[src/rtl/hazard_detection_unit.sv]
// Purpose: load-use hazard detector and stall/flush sequencer for a 5-stage MIPS pipeline.
// Latency: outputs are combinational from the ID-stage fields (same-cycle stall); state updates on clk.
// Backpressure: a stall drops pc_write/ifid_write and bubbles ID/EX; a taken branch overrides any stall.
//
// Ports:
//   clk, rst                      pipeline clock (rising edge), asynchronous active-high reset
//   id_valid/id_opcode/id_rs/id_rt  instruction currently in ID
//   br_taken                      BEQ resolved taken in MEM this cycle
//   lw_hazard                     to control unit: force a bubble into ID/EX
//   pc_write, ifid_write          PC / IF-ID write enables (low while stalling)
//   ifid_flush, idex_flush, exmem_flush   pipeline register clears for a taken branch
//   stall_count                   saturating count of cycles with lw_hazard=1
module hazard_detection_unit #(
    parameter int STALL_CYCLES = 1,
    parameter int CNT_W        = 16
) (
    input  logic             clk,
    input  logic             rst,
    input  logic             id_valid,
    input  logic [5:0]       id_opcode,
    input  logic [4:0]       id_rs,
    input  logic [4:0]       id_rt,
    input  logic             br_taken,
    output logic             lw_hazard,
    output logic             pc_write,
    output logic             ifid_write,
    output logic             ifid_flush,
    output logic             idex_flush,
    output logic             exmem_flush,
    output logic [CNT_W-1:0] stall_count
);

    localparam int CW = $clog2(STALL_CYCLES) + 1;

    localparam logic [5:0] OP_R_TYPE = 6'b000000;
    localparam logic [5:0] OP_LW     = 6'b100011;
    localparam logic [5:0] OP_SW     = 6'b101011;
    localparam logic [5:0] OP_BEQ    = 6'b000100;

    typedef enum logic {IDLE, STALL} state_t;

    state_t        state, state_nxt;
    logic [CW-1:0] cnt, cnt_nxt;
    logic          ex_ld_v;
    logic [4:0]    ex_ld_rt;
    logic          uses_rt;
    logic          hit;
    logic          stall;

    // Only R-type, SW and BEQ read rt as a source; every other opcode reads rs alone.
    assign uses_rt = (id_opcode == OP_R_TYPE) || (id_opcode == OP_SW) || (id_opcode == OP_BEQ);

    // A load into $zero never produces a real dependency.
    assign hit = ex_ld_v && (ex_ld_rt != 5'd0) && id_valid &&
                 ((id_rs == ex_ld_rt) || (uses_rt && (id_rt == ex_ld_rt)));

    always_comb begin
        state_nxt = state;
        cnt_nxt   = cnt;
        stall     = 1'b0;
        if (br_taken) begin
            // The branch squashes whatever is in ID, so any pending stall is abandoned.
            state_nxt = IDLE;
            cnt_nxt   = '0;
        end else begin
            case (state)
                IDLE: begin
                    if (hit) begin
                        stall = 1'b1;
                        if (STALL_CYCLES > 1) begin
                            state_nxt = STALL;
                            cnt_nxt   = CW'(STALL_CYCLES - 1);
                        end
                    end
                end
                STALL: begin
                    // The dependent instruction is frozen in ID, so hit is not re-checked here.
                    stall   = 1'b1;
                    cnt_nxt = cnt - CW'(1);
                    if (cnt == CW'(1)) begin
                        state_nxt = IDLE;
                    end
                end
                default: begin
                    state_nxt = IDLE;
                    cnt_nxt   = '0;
                end
            endcase
        end
    end

    // Outputs are held at their safe values for as long as reset is asserted.
    always_comb begin
        lw_hazard   = 1'b0;
        pc_write    = 1'b1;
        ifid_write  = 1'b1;
        ifid_flush  = 1'b0;
        idex_flush  = 1'b0;
        exmem_flush = 1'b0;
        if (!rst) begin
            if (br_taken) begin
                ifid_flush  = 1'b1;
                idex_flush  = 1'b1;
                exmem_flush = 1'b1;
            end else if (stall) begin
                lw_hazard  = 1'b1;
                pc_write   = 1'b0;
                ifid_write = 1'b0;
            end
        end
    end

    always_ff @(posedge clk or posedge rst) begin
        if (rst) begin
            state <= IDLE;
            cnt   <= '0;
        end else begin
            state <= state_nxt;
            cnt   <= cnt_nxt;
        end
    end

    // Shadow of the instruction moving into EX. A bubble or flush means nothing valid enters EX.
    always_ff @(posedge clk or posedge rst) begin
        if (rst) begin
            ex_ld_v  <= 1'b0;
            ex_ld_rt <= 5'd0;
        end else if (br_taken || stall) begin
            ex_ld_v  <= 1'b0;
        end else begin
            ex_ld_v  <= id_valid && (id_opcode == OP_LW);
            ex_ld_rt <= id_rt;
        end
    end

    always_ff @(posedge clk or posedge rst) begin
        if (rst) begin
            stall_count <= '0;
        end else if (lw_hazard && (stall_count != {CNT_W{1'b1}})) begin
            stall_count <= stall_count + CNT_W'(1);
        end
    end

endmodule

[config.mk]
export PLATFORM = sky130hd
export DESIGN_NAME = hazard_detection_unit
export DESIGN_NICKNAME = d
export VERILOG_FILES = /design/src/rtl/hazard_detection_unit.sv
export SDC_FILE = /design/constraint.sdc
export NUM_CORES = 1
export LEC_CHECK = 0
export CORE_ASPECT_RATIO = 0.7
export CORE_UTILIZATION = 51
export CTS_BUF_LIST = sky130_fd_sc_hd__clkbuf_8
export DETAILED_ROUTE_END_ITERATION = 10
export PLACE_DENSITY = 0.86
export SLEW_MARGIN = 20
export SYNTH_ARGS = -nofsm -noshare
export SYNTH_HDL_FRONTEND = slang
export SYNTH_SLANG_ARGS = --single-unit
export TNS_END_PERCENT = 10
[constraint.sdc]
create_clock -name clk -period 4.3 [get_ports clk]
set_input_delay 0.86 -clock clk [delete_from_list [all_inputs] [get_ports clk]]
set_output_delay 0.86 -clock clk [all_outputs]
set_load 0.05 [all_outputs]
==> metrics.md <==
| Metric | Value |
|---|---|
| Run status | `finished clean` |
| Multi-input logic area | `689.4 um2` |
| XOR/XNOR Fraction of Synth Area | `15.57%` |
| Row cnt | `15` |
| Clock share of power | `around 30%` |
| Global-route wire length before repair | `4733 um` |
| DR WL/cell | `between 10 and 15 um` |
| Worst path bufs/invs | `2` |
| CP max stage delay | `0.73 ns` |
| Leading cell type in the layout, fill and taps excluded | `clkdlybuf4s50_1` |
| Critical Path Most Common Cell | `clkdlybuf4s50_1` |
| Worst skew pair latency | `0.26 ns` |
| Synth area leader | `dfrtp_1` |
| Vias | `1,084` |
| Mux cell area share after synthesis | `5.839%` |
| Cell area after synthesis | `1350 um2` |
| Power Dens Cells | `between 200 and 250 nW/um2` |
| IO Pins | `42` |
| # DRC | `0` |
| Initial core utilization | `54.49%` |
| Worst vdd ir | `around 0.21 mV` |
| Vias in the first global route | `around 1,000` |
| Storage cell area | `600.6 um2` |
| Root Driver | `clkbuf_8` |
| Endpoints failing setup | `0` |
| Buffers added on ports | `41` |
| Hold_buf cts | `0` |
| Netlist cell types | `35` |
| Setup TNS | `0 ns` |
| Max-slew headroom | `around 40%` |
| Avg Cell Area, Syn | `about 11 um2` |
| Fin. max-slew vios | `0` |
| Post-synthesis sequential area ratio | `44.49%` |
| # resized after CTS | `0` |
| Crit-path leading delay family | `buffers and inverters` |
| Antenna violations before repair | `0` |
| Post-DP HPWL | `2316 um` |
| Hold WC Path Type | `flop to flop` |
| Die area | `2860 um2` |
| Reg clk slew, reported paths | `0.08 ns` |
| Synthesis-to-layout area growth | `33.92%` |
| Internal power | `about 330 uW` |
| Fill cell count | `191` |
| Number of setup buffers added after CTS | `0` |
| Synth warn | `0` |
| Critical Setup Path Class | `primary input to primary output` |
| Worst hold margin | `0.4721 ns` |
| CTS buffer count | `3` |
| Share of cells above drive strength 1 | `between 10% and 20%` |
| Clock Sink Count | `24` |
| CTS Buffer Depth | `2` |
| Synth Area in Compound Gates | `slightly above 6%` |
| Crit end category | `primary output` |
| Leak | `about 0.8 nW` |
| Flop2flop setup slack | `1.97 ns` |
| Final hold viol count | `0` |
| CTS tree | `yes` |
| Post-synthesis adder-cell area fraction | `less than 1%` |
| Chip width | `63.50 um` |
| Placed Cells | `199` |
| Nets | `191` |
| Router iterations before antenna repair | `4` |
| Psw | `103.7 uW` |
| Skew final | `0.01030 ns` |
| H-tree depth | `1` |
| Critical-path top delay cell | `clkdlybuf4s50_1` |
| Post-layout min period | `about 3.8 ns` |
| Largest net degree at the start of global routing | `25` |
| Slew @ Worst Pin | `0.8935 ns` |
| Vias per cell | `approximately 5.4` |
| Achievable Freq | `265.5 MHz` |
| GPL Wtd Cong | `0.7832` |
| Synth top area cells | `dfrtp_1 (44%), xor2_1 (9.1%), xnor2_1 (6.5%)` |
| Largest family of logic cells by synthesized area | `simple AND/OR/NAND/NOR gates` |
| Die Span Y | `45.05 um` |
| Top cell type's share of synthesized area | `between 40% and 50%` |
| Worst Path Max Fanout | `7` |
| Finished Layout Cells | `about 200` |
| Iter 0 DRT Violations | `50` |
| Total wire length | `2937 um` |
| N_diodes | `0` |
| RSZ-0062 raised after global routing | `false` |
| Comb power frac | `14.6%` |
| Worst EP required | `3.44 ns` |
| Flops & latches, synth | `24` |
| Simple-gate share of the synthesized area | `22.52%` |
| Crit-path cells | `clkdlybuf4s50_1 -> xnor2_1 -> nand4_1 -> a2111oi_4 -> o21ai_2 -> clkdlybuf4s50_1` |
| Most frequent cells in the layout | `clkdlybuf4s50_1 (40), dfrtp_1 (24), xor2_1 (14)` |
| Switch share | `24.04%` |
| Fin crit share | `between 80% and 90%` |
| Post-Synthesis Cells | `roughly 130` |
| GRT Resource Usage Total | `22.38%` |
| Max Cap Viol | `0` |
| Worst EP arrival | `2.91 ns` |
| Core ar. | `2477 um2` |
| Flop pwr share | `a little under three fifths` |
| Grt total ovfl | `0` |
| Startpoint Class | `primary input` |
| Post-Syn Nets | `149` |
| Routed Antenna Nets | `0` |
==> final timing paths <==
| kind | startpoint | endpoint | cells past startpoint |
|---|---|---|---|
| min in group asynchronous | rst | state$_DFF_PP0_ | 2 |
| hold reg to reg | cnt$_DFFE_PP0P_ | state$_DFF_PP0_ | 1 |
| hold / removal | cnt$_DFFE_PP0P_ | state$_DFF_PP0_ | 1 |
| max in group asynchronous | rst | stall_count[0]$_DFFE_PP0P_ | 2 |
| setup / recovery | id_rt[0] | ifid_write | 6 |
| setup reg to reg | ex_ld_rt[4]$_DFFE_PP0N_ | stall_count[1]$_DFFE_PP0P_ | 8 |
==> stage by stage <==
stage | power [mW] | setup slack, ns | utilization (%) | instance area, um2
floorplan | 0.2772 | 1.366 | - | 1350
global placement | 0.3037 | 0.5696 | 71.31 | 1767
detailed placement | 0.3064 | 0.5410 | 71.31 | 1767
CTS | 0.4344 | 0.5290 | 72.98 | 1808
global route | 0.4482 | 0.4001 | 72.98 | 1808
finish | 0.4313 | 0.5328 | 72.98 | 1808
==> cell families (layout without fill, tap and decap cells) <==
family | after synthesis | after routing
and+or+nand+nor | 54 | 54
xor gates and xnor gates | 24 | 24
DFF | 24 | 24
buffers and inverters | 10 | 50
AOI/OAI and AO/OA | 8 | 8
muxes | 7 | 7
adders and majority gates | 1 | 1
==> power by group through the flow <==
stage	clock network, mW	logic, mW	registers, mW
after floorplan	0	0.0352	0.242
after global placement	0	0.0617	0.242
after detailed placement	0	0.0635	0.243
after CTS	0.132	0.0637	0.238
after global routing	0.142	0.0673	0.239
final	0.130	0.0632	0.239
==> flip-flops by register name, indices dropped and copies added (netlist names) <==
| signal | flops |
|---|---|
| state | 1 |
| cnt | 1 |
| ex_ld_v | 1 |
| stall_count | 16 |
| ex_ld_rt | 5 |
==> cell type report <==
type	instances	area share, %
Clock buffer	3	2.284
Inverter	5	1.038
Multi-Input combinational cell	94	38.13
Sequential cell	24	33.22
Tap cell	34	2.353
Timing Repair Buffer	42	22.98
==> routing by layer <==
metal	vias to the layer above	track usage [%]	part of all wire [%]
li1	524	-	-
met1	528	30.62	47
met2	30	36.38	48
met3	2	5.303	3.6
met4	0	5.909	0.92
met5	-	0	0
==> Yosys cell counts <==
cell type and n:
nand2b_1 1, and4_4 1, nand4_1 7, buf_4 4, o2111ai_1 1, dfrtp_1 24, and3_4 1, nor3b_2 1
buf_6 1, o31ai_1 1, or4_4 1, o21ai_2 1, o21a_1 1, nand4b_1 1, o21ai_0 1, inv_2 1
a2111oi_4 1, xor2_1 14, nor2b_1 1, nor2_1 13, or3_1 1, and3_2 2, mux2_2 6, nand3_2 1
mux2_1 1, nand2_1 7, nor3_1 6, o31a_1 1, xnor2_1 10, and3_1 4, inv_1 4, nand3_1 5
ha_1 1, o311a_1 1, and2_1 1
Note: power is estimated with default switching activity, not from simulation.
